`config.mk`:
```
export PLATFORM = sky130hd
export DESIGN_NAME = seq_det_param
export DESIGN_NICKNAME = d
export VERILOG_FILES = /design/src/rtl/seq_det_param.sv
export SDC_FILE = /design/constraint.sdc
export NUM_CORES = 1
export LEC_CHECK = 0
export BUFFER_PORTS_ARGS = -buffer_cell sky130_fd_sc_hd__buf_2
export CORE_ASPECT_RATIO = 1.2
export CORE_MARGIN = 2
export CORE_UTILIZATION = 40
export CTS_CLUSTER_DIAMETER = 30
export CTS_CLUSTER_SIZE = 20
export DETAILED_ROUTE_END_ITERATION = 10
export RECOVER_POWER = 100
export SLEW_MARGIN = 20
export SYNTH_ARGS = -nofsm -noshare
export SYNTH_HDL_FRONTEND = slang
export SYNTH_SLANG_ARGS = --single-unit
```
`constraint.sdc`:
```
create_clock -name clk -period 3.8 [get_ports clk]
set_input_delay 0.76 -clock clk [delete_from_list [all_inputs] [get_ports clk]]
set_output_delay 0.76 -clock clk [all_outputs]
set_load 0.01 [all_outputs]
```
`src/rtl/seq_det_param.sv`:
```
// Runtime-programmable serial pattern detector with a Moore-style registered match
// pulse and a saturating match counter.
module seq_det_param #(
  parameter int                 MAX_LEN = 8,
  parameter int                 CNT_W   = 8,
  parameter logic [MAX_LEN-1:0] DEF_PAT = MAX_LEN'(8'b0001_0110),
  parameter int                 DEF_LEN = 5,
  parameter bit                 DEF_OVL = 1'b1,
  localparam int                LW      = $clog2(MAX_LEN + 1)
) (
  input  logic               clk,
  input  logic               rst,
  input  logic               cfg_load,
  input  logic [MAX_LEN-1:0] cfg_pattern,
  input  logic [LW-1:0]      cfg_len,
  input  logic               cfg_overlap,
  input  logic               in_en,
  input  logic               x,
  input  logic               cnt_clr,
  output logic               y,
  output logic [CNT_W-1:0]   match_cnt,
  output logic               cnt_sat
);

  logic [MAX_LEN-1:0] r_pat;
  logic [LW-1:0]      r_len;
  logic               r_ovl;
  logic [MAX_LEN-1:0] r_hist;
  logic [LW-1:0]      r_fill;
  logic               r_y;
  logic [CNT_W-1:0]   r_cnt;
  logic               r_sat;

  logic [MAX_LEN-1:0] w_hist_nxt;
  logic [LW-1:0]      w_fill_nxt;
  logic [MAX_LEN-1:0] w_mask;
  logic               w_hit;
  logic [CNT_W-1:0]   w_cnt_nxt;

  function automatic logic [LW-1:0] clamp_len(input logic [LW-1:0] len);
    return (len > LW'(MAX_LEN)) ? LW'(MAX_LEN) : len;
  endfunction

  function automatic logic [CNT_W-1:0] sat_inc(input logic [CNT_W-1:0] cnt);
    return (&cnt) ? cnt : cnt + CNT_W'(1);
  endfunction

  // Candidate shift, fill and match decision for the current input bit
  always_comb begin
    w_hist_nxt = {r_hist[MAX_LEN-2:0], x};
    w_fill_nxt = (r_fill >= LW'(MAX_LEN)) ? r_fill : r_fill + LW'(1);
    w_mask     = '0;
    for (int i = 0; i < MAX_LEN; i++) begin
      w_mask[i] = (i < int'(r_len));
    end
    w_hit = in_en && !cfg_load && (r_len != '0) && (w_fill_nxt >= r_len) &&
            ((w_hist_nxt & w_mask) == (r_pat & w_mask));
    if (cnt_clr)    w_cnt_nxt = '0;
    else if (w_hit) w_cnt_nxt = sat_inc(r_cnt);
    else            w_cnt_nxt = r_cnt;
  end

  // Configuration, history and output registers
  always_ff @(posedge clk) begin
    if (!rst) begin
      r_pat  <= DEF_PAT;
      r_len  <= LW'(DEF_LEN);
      r_ovl  <= DEF_OVL;
      r_hist <= '0;
      r_fill <= '0;
      r_y    <= 1'b0;
      r_cnt  <= '0;
      r_sat  <= 1'b0;
    end else begin
      if (cfg_load) begin
        r_pat  <= cfg_pattern;
        r_len  <= clamp_len(cfg_len);
        r_ovl  <= cfg_overlap;
        r_hist <= '0;
        r_fill <= '0;
        r_y    <= 1'b0;
      end else if (in_en) begin
        r_y <= w_hit;
        // Non-overlapping mode forgets every bit of a detected match
        if (w_hit && !r_ovl) begin
          r_hist <= '0;
          r_fill <= '0;
        end else begin
          r_hist <= w_hist_nxt;
          r_fill <= w_fill_nxt;
        end
      end else begin
        r_y <= 1'b0;
      end
      r_cnt <= w_cnt_nxt;
      r_sat <= &w_cnt_nxt;
    end
  end

  assign y         = r_y;
  assign match_cnt = r_cnt;
  assign cnt_sat   = r_sat;

endmodule

```
==> impl_metrics.tcl, run 1 <==
set metrics [dict create \
    outcome "completed" \
    crit_type "reg2reg" \
    drive_gt1_frac 0.150 \
    overflow 0 \
    setup_viol 0 \
    end_kind "flop" \
    critPathSlowestCell "a221oi_1" \
    drt-vias-per-instance 5.21 \
    io_buffer_count 28 \
    totalPowerFinal_mw 0.703 \
    path_buf_inv 1 \
    drt-total-wl_mm 3.81 \
    nNetsFinal 254 \
    hold_buffers 0 \
    dieArea_sq_um 5160 \
    ios 29 \
    period_share 0.837 \
    ant_nets 0 \
    cts_resized 0 \
    grt_pass1_vias 1415 \
    postSynthCellCount 205 \
    ys_ff_latch 34 \
    fin_setup_tns_ns 0 \
    seq_area_sq_um 681 \
    clkLatencyLatePin_ns 0.28 \
    cpMostUsedCell "ha_1" \
    dp_hpwl_mm 2.77 \
    p_leak_nw 0.749 \
    dieHeight_um 78.3 \
    synthTopCellsByArea "dfxtp_1 (37%), mux2i_1 (6.5%), nand2b_1 (5.1%)" \
    start_kind "flop" \
    syn_nets 231 \
    cts_buffers 5 \
    fin_util 0.455 \
    synth.avg_cell_area_sq_um 8.97 \
    pwr_density_cell_nw_per_um2 344 \
    cp_cell_sequence "inv_1, ha_1, mux2_2, ha_1, a2111oi_0, a221oi_1, nand3_2, or4_1, a21oi_1" \
    crit_path_max_fanout 11 \
    clock_skew_ns 0.00383 \
    slowest_delay_ns 0.59 \
    antenna_cells 0 \
    numClockSinks 34 \
    track_usage 0.171 \
    max_freq_mhz 314 \
    cts_root_buf "clkbuf_8" \
    rows 27 \
    hold_violations 0 \
    grt_max_degree 24 \
    ys_warn_count 0 \
    yosys-top-cells-count "dfxtp_1 (34), nand2b_1 (15), a21oi_1 (14), nand3_1 (14)" \
    num_vias 1484 \
    nFillCells 482 \
    crit_family "simple AND/OR/NAND/NOR gates" \
    wl_per_cell_um 13.4 \
    drt_iter0_drc 41 \
    r2r_slack_ns 0.62 \
    multi_input_area_sq_um 1040 \
    synth_flop_cell "dfxtp_1" \
    relSlewSlack 0.243 \
    netlist.area_leader.share 0.370 \
    cap_violations 0 \
    yosysUniqueCellTypes 49 \
    die_x_um 65.9 \
    worstPathArrival_ns 3.40 \
    drtPass1Iterations 4 \
    period_needed_ns 3.18 \
    cts.path.max_buffers 2 \
    finalMaxSlewViolations 0 \
    synth.yosys.seq_area_share 0.370 \
    coreArea_sq_um 4490 \
    hp-class "reg2reg" \
    async_flop_share 0 \
    post_cts_buffers 0 \
    synth_area_leader_cell "dfxtp_1" \
    synth_edf_count 0 \
    syn2layout_area_growth_pct 11.2 \
    grt_pass1_wl_mm 6.57 \
    critical_path_required_ns 4.02 \
    tritoncts "built" \
    rsz0062_at_grt "no" \
    htreeDepth 2 \
    synth_most_common_cell "dfxtp_1" \
    gp_congestion 0.831 \
    drc 0 \
    initial_core_util 0.409 \
    vdd_ir_drop_max_mv 0.169 \
    antenna_found_initial 0 \
    max_slew.worst_pin.slew_ns 1.14 \
    path_clk_slew_ns 0.06 \
    synth_area_sq_um 1840 \
]
[metrics by stage]
| step | instance area [sq um] | hold slack, ns | worst slack [ns] | cells |
|---|---|---|---|---|
| after floorplan | 1840 | 0.432 | 1.14 | 205 |
| after global placement | 1990 | 0.469 | 0.973 | 279 |
| after detailed placement | 1990 | 0.478 | 0.872 | 279 |
| after CTS | 2070 | 0.488 | 0.821 | 285 |
| after global routing | 2040 | 0.500 | 0.311 | 285 |
| final | 2040 | 0.483 | 0.620 | 285 |
[state kept, by name (all words and copies together), names as in the netlist]
name       count
match_cnt      8
r_pat          8
r_hist         7
r_fill         4
r_len          4
cnt_sat        1
r_ovl          1
y              1
[area by class of cell]
cell class                      instances  area share
Clock buffer                            6      0.0404
Tap cell                               58      0.0355
Inverter                               10      0.0184
Sequential cell                        34       0.333
Timing Repair Buffer                   28      0.0618
Multi-Input combinational cell        149       0.511
[logic make-up after synthesis]
family                   share of synthesized area
multiplexers                                0.0714
flip-flops                                   0.370
AND/OR/NAND/NOR                              0.246
XOR/XNOR                                    0.0612
buffers and inverters                       0.0537
AO/OA/AOI/OAI                                0.150
adder cells (fa/ha/maj)                     0.0476
[worst paths after layout]
check,to,depth (start not counted),from
worst min-delay path,r_hist[6],2,r_hist[6]
worst min register to register,r_hist[6],2,r_hist[6]
worst max register to register,match_cnt[5],9,r_fill[0]
worst max-delay path,match_cnt[5],9,r_fill[0]
[layout by cell type, fill, tap and decap left out, types with 4 or more instances in the layout]
cell	n
ha_1	7
xnor2_1	8
mux2i_1	12
nor2b_1	6
a21oi_1	14
a31oi_1	4
dfxtp_1	34
clkbuf_8	6
nand3_1	14
o21ai_0	6
nor2_1	6
buf_2	17
inv_1	10
clkbuf_1	11
nand2b_1	15
nor3_1	5
nand2_1	12
[routing by layer]
| layer | vias up | GRT usage | wire, um |
|---|---|---|---|
| met5 | - | 0 | 0 |
| met4 | 0 | 0.104 | 114 |
| met3 | 6 | 0.0387 | 128 |
| met2 | 25 | 0.272 | 1800 |
| met1 | 680 | 0.206 | 1770 |
| li1 | 773 | - | - |
[power breakdown]
group          total, mW  switching (mW)  internal [mW]
logic             0.0662          0.0333         0.0329
registers          0.377          0.0105          0.366
clock network      0.260           0.121          0.139
[worst min-delay path: stages, from the launching register on]
cell,delay (ns)
dfxtp_1,0.32
nand2b_1,0.07
a21oi_1,0.05
(Power assumes the default switching activity.)
==> run 2, diff against run 1 <==
==> constraint.sdc (replaced) <==
create_clock -name clk -period 2.7 [get_ports clk]
set_input_delay 0.54 -clock clk [delete_from_list [all_inputs] [get_ports clk]]
set_output_delay 0.54 -clock clk [all_outputs]
set_load 0.01 [all_outputs]
==> impl_metrics.tcl, run 2 (same netlist as run 1, synthesis figures left out) <==
set metrics [dict create \
    ios 29 \
    gp_congestion 0.788 \
    finalMaxSlewViolations 0 \
    cts.path.max_buffers 2 \
    antenna_cells 0 \
    start_kind "flop" \
    cpMostUsedCell "buf_6" \
    hold_violations 0 \
    multi_input_area_sq_um 1120 \
    nNetsFinal 262 \
    cts_buffers 5 \
    drt_iter0_drc 71 \
    crit_type "reg2reg" \
    relSlewSlack 0.270 \
    wl_per_cell_um 13.8 \
    cts_root_buf "clkbuf_8" \
    grt_pass1_vias 1405 \
    drive_gt1_frac 0.224 \
    hold_slack_ns 0.475 \
    syn2layout_area_growth_pct 19.5 \
    numClockSinks 34 \
    clock_skew_ns 0.00875 \
    rows 27 \
    initial_core_util 0.409 \
    vdd_ir_drop_max_mv 0.314 \
    ant_nets 0 \
    period_share 0.948 \
    tritoncts "built" \
    io_buffer_count 28 \
    max_freq_mhz 391 \
    seq_area_sq_um 683 \
    grt_max_degree 23 \
    nFillCells 474 \
    crit_path_max_fanout 8 \
    overflow 0 \
    max_slew.worst_pin.slew_ns 1.10 \
    drt-vias-per-instance 5.20 \
    antenna_found_initial 0 \
    dp_hpwl_mm 2.91 \
    hp-class "in2reg" \
    critical_path_required_ns 2.92 \
    slowest_delay_ns 0.36 \
    coreArea_sq_um 4490 \
    final_cell_mix "dfxtp_1 (32), buf_2 (17), nand2b_1 (15)" \
    num_vias 1534 \
    track_usage 0.168 \
    dieHeight_um 78.3 \
    drt-total-wl_mm 4.07 \
    setup_viol 0 \
    dpl-instance-area_sq_um 2040 \
    path_clk_slew_ns 0.07 \
    cp_cell_sequence "buf_6, ha_1, nand2b_1, xnor2_2, ha_2, o21ai_1, a221oi_4, buf_4, nand3_2, buf_6, or3_4, a21oi_2" \
    clkLatencyLatePin_ns 0.29 \
    p_leak_nw 0.827 \
    layout_setup_ws_ns 0.141 \
    dieArea_sq_um 5160 \
    post-place-ws_ns 0.0337 \
    worstPathArrival_ns 2.78 \
    end_kind "flop" \
    pwr_density_cell_nw_per_um2 467 \
    fin_area_sq_um 2200 \
    drtPass1Iterations 4 \
    critPathSlowestCell "or3_4" \
    die_x_um 65.9 \
    grt_pass1_wl_mm 6.60 \
    cap_violations 0 \
    period_needed_ns 2.56 \
    outcome "completed" \
    drc 0 \
    layout_commonest_cell "dfxtp_1" \
    htreeDepth 2 \
]
run 2: final cells by class:
type / count / area share
clock buffers: 7 / 0.0393
clock inverters: 1 / 0.00228
inverters: 10 / 0.0171
multi-input cells: 149 / 0.512
flip-flops and latches: 34 / 0.311
well taps: 58 / 0.0330
repair buffers: 36 / 0.0854
run 2: path summary, 6_finish.rpt:
check,endpoint,cells past startpoint,from,slack [ns]
hold reg to reg,r_hist[6],2,r_hist[6],0.49
setup / recovery,match_cnt[4],12,r_fill[0],0.14
setup reg to reg,match_cnt[4],12,r_fill[0],0.14
hold / removal,r_pat[1],3,cfg_pattern[1],0.48
run 2: layer usage:
layer / GRT usage / vias to the layer above / part of all wire
met4: 0.0750 / 0 / 0.015
met1: 0.209 / 713 / 0.46
met3: 0.0344 / 4 / 0.032
met5: 0 / - / 0
met2: 0.275 / 25 / 0.50
li1: - / 792 / -
run 2: timing repair:
| action | CTS | global route |
|---|---|---|
| setup endpoints to repair | 1 | 12 |
| hold buffers | 0 | 0 |
| pin swaps | 0 | 1 |
| setup buffers | 0 | 1 |
| resized for setup | 1 | 14 |
run 2: report_power, final:
group / switching, mW / leakage [nW] / internal, mW
Clock: 0.179 / 0.0482 / 0.206
Sequential: 0.0138 / 0.278 / 0.515
Combinational: 0.0546 / 0.501 / 0.0580
Total: 0.248 / 0.827 / 0.779
run 2: stage by stage:
step / cells / utilization / power [mW] / setup TNS [ns]
2_1_floorplan: 205 / - / 0.608 / 0
6_report: 295 / 0.489 / 1.03 / 0
3_3_place_gp: 286 / 0.455 / 0.641 / 0
3_5_place_dp: 286 / 0.455 / 0.642 / 0
5_1_grt: 295 / 0.489 / 1.07 / -0.0252
4_1_cts: 294 / 0.475 / 1.03 / 0
run 2: worst max-delay path, delay by kind of cell, from the launching register on:
kind	cells	cell delay (ns)
buf+inv	3	0.46
compound gates	3	0.54
simple gates	3	0.53
fa+ha+maj	2	0.46
xor+xnor	1	0.16
flops	1	0.33
==> run 3, diff against run 2 <==
--- a/config.mk
+++ b/config.mk
@@ -7,7 +7,7 @@
 export LEC_CHECK = 0
 export BUFFER_PORTS_ARGS = -buffer_cell sky130_fd_sc_hd__buf_2
 export CORE_ASPECT_RATIO = 1.2
-export CORE_MARGIN = 2
+export CORE_MARGIN = 1.5
 export CORE_UTILIZATION = 40
 export CTS_CLUSTER_DIAMETER = 30
 export CTS_CLUSTER_SIZE = 20
==> constraint.sdc (replaced) <==
create_clock -name clk -period 3.15 [get_ports clk]
set_input_delay 0.63 -clock clk [delete_from_list [all_inputs] [get_ports clk]]
set_output_delay 0.63 -clock clk [all_outputs]
set_load 0.01 [all_outputs]
==> impl_metrics.tcl, run 3 (same netlist as run 1, synthesis figures left out) <==
set metrics [dict create \
    path_buf_inv 1 \
    swShare 0.232 \
    cts_resized 0 \
    crit_path_max_fanout 7 \
    combPwrFrac 0.098 \
    drive_gt1_frac 0.162 \
    reg2reg_from "r_fill[0]" \
    crit_family "compound AO/OA/AOI/OAI gates" \
    wl_per_cell_um 13.4 \
    r2r_end "cnt_sat" \
    hold_depth 2 \
    period_needed_ns 2.94 \
    slowest_delay_ns 0.47 \
    cts.path.max_buffers 2 \
    die_x_um 64.9 \
    syn2layout_area_growth_pct 12.3 \
    drt_iter0_drc 98 \
    drt-vias-per-instance 5.30 \
    num_vias 1510 \
    end_kind "flop" \
    p_switching_mw 0.196 \
    htreeDepth 2 \
    ios 29 \
    ant_nets 0 \
    hold_buffers 0 \
    p_seq_frac 0.536 \
    cts_root_buf "clkbuf_8" \
    rows 26 \
    path_clk_slew_ns 0.06 \
    post-place-ws_ns 0.241 \
    place_inst 279 \
    finalMaxSlewViolations 0 \
    antenna_cells 0 \
    antenna_found_initial 0 \
    drtPass1Iterations 4 \
    grt_max_degree 23 \
    period_share 0.933 \
    clkLatencyLatePin_ns 0.28 \
    post_cts_buffers 0 \
    max_freq_mhz 340 \
    dieArea_sq_um 5020 \
    hp-class "reg2reg" \
    layout_commonest_cell "dfxtp_1" \
    io_buffer_count 28 \
    final_cell_mix "dfxtp_1 (34), buf_2 (17), nand2b_1 (15)" \
    tritoncts "built" \
    numClockSinks 34 \
    worstPathArrival_ns 3.11 \
    relSlewSlack 0.300 \
    initial_core_util 0.425 \
    clock_skew_ns 0.00295 \
    hp-start "r_ovl" \
    nNetsFinal 256 \
    vdd_ir_drop_max_mv 0.201 \
    rsz0062_at_grt "no" \
    start_kind "flop" \
    grt_pass1_vias 1459 \
    power.internal_mw 0.651 \
    cp_cell_sequence "inv_1, ha_1, mux2_2, ha_1, a2111oi_0, a221oi_2, and2_0, a211o_1, a2111oi_2" \
    drc 0 \
    r2r_cells 9 \
    crit_type "reg2reg" \
    outcome "completed" \
    crit_cells 9 \
    dp_hpwl_mm 2.82 \
    cts_buffers 5 \
    coreArea_sq_um 4330 \
    cpMostUsedCell "ha_1" \
    hold_slack_ns 0.488 \
    layout_setup_ws_ns 0.210 \
    pwr_density_cell_nw_per_um2 410 \
    track_usage 0.171 \
    holdPathEnd "r_ovl" \
    dieHeight_um 77.3 \
    overflow 0 \
    fin_cells 285 \
    fin_setup_tns_ns 0 \
    max_slew.worst_pin.slew_ns 1.05 \
    critical_path_required_ns 3.32 \
    r2r_slack_ns 0.21 \
    cap_violations 0 \
    drt-total-wl_mm 3.82 \
    hold_violations 0 \
    grt_pass1_wl_mm 6.67 \
    setup_viol 0 \
    clkPwrFrac 0.366 \
    gp_congestion 0.798 \
    critPathSlowestCell "a2111oi_0" \
    p_leak_nw 0.755 \
]
[run 3: cell types whose count changed in the layout (fill, tap and decap cells not counted), sizes merged]
cell / before / now
buf: 23 / 18
clkbuf: 20 / 18
clkinv: 1 / 0
[run 3: stage by stage]
step                utilization  total power, mW  area (sq um)
finish                    0.477            0.847          2070
global route              0.477            0.897          2070
CTS                       0.482            0.860          2090
detailed placement        0.463            0.548          2000
global placement          0.463            0.547          2000
floorplan                     -            0.521          1840
[run 3: worst min-delay path: cells and delay by family, from the launching register on]
family / cells / cell delay (ns)
flops: 1 / 0.33
simple gates: 1 / 0.06
mux: 1 / 0.07
[run 3: area by class of cell]
| type | instances | area (sq um) |
|---|---|---|
| inverters | 10 | 37.5 |
| flip-flops and latches | 34 | 681 |
| repair buffers | 30 | 138 |
| well taps | 56 | 70.1 |
| clock buffers | 6 | 82.6 |
| fillers | 449 | 2260 |
| multi-input cells | 149 | 1060 |
[run 3: power groups by stage]
| stage | registers [mW] | clock network [mW] | logic (mW) |
|---|---|---|---|
| floorplan | 0.459 | 0 | 0.0618 |
| global placement | 0.464 | 0 | 0.0832 |
| detailed placement | 0.464 | 0 | 0.0843 |
| CTS | 0.454 | 0.321 | 0.0847 |
| global route | 0.456 | 0.347 | 0.0937 |
| finish | 0.454 | 0.311 | 0.0827 |
[run 3: worst max-delay path by stage]
stage,start,end,slack [ns]
4_1_cts,r_fill[0],cnt_sat,0.22
6_report,r_fill[0],cnt_sat,0.21
3_3_place_gp,r_fill[0],match_cnt[5],0.36
3_5_place_dp,r_fill[0],match_cnt[5],0.24
5_1_grt,r_fill[0],cnt_sat,0.02
2_1_floorplan,r_fill[0],cnt_sat,0.49
[run 3: layer usage]
metal | routed length (um) | part of all wire | track usage | vias up
met5 | 0 | 0 | 0 | -
met4 | 91 | 0.024 | 0.0681 | 0
met3 | 149 | 0.039 | 0.0513 | 11
met2 | 1870 | 0.49 | 0.280 | 30
met1 | 1710 | 0.45 | 0.207 | 692
li1 | - | - | - | 777
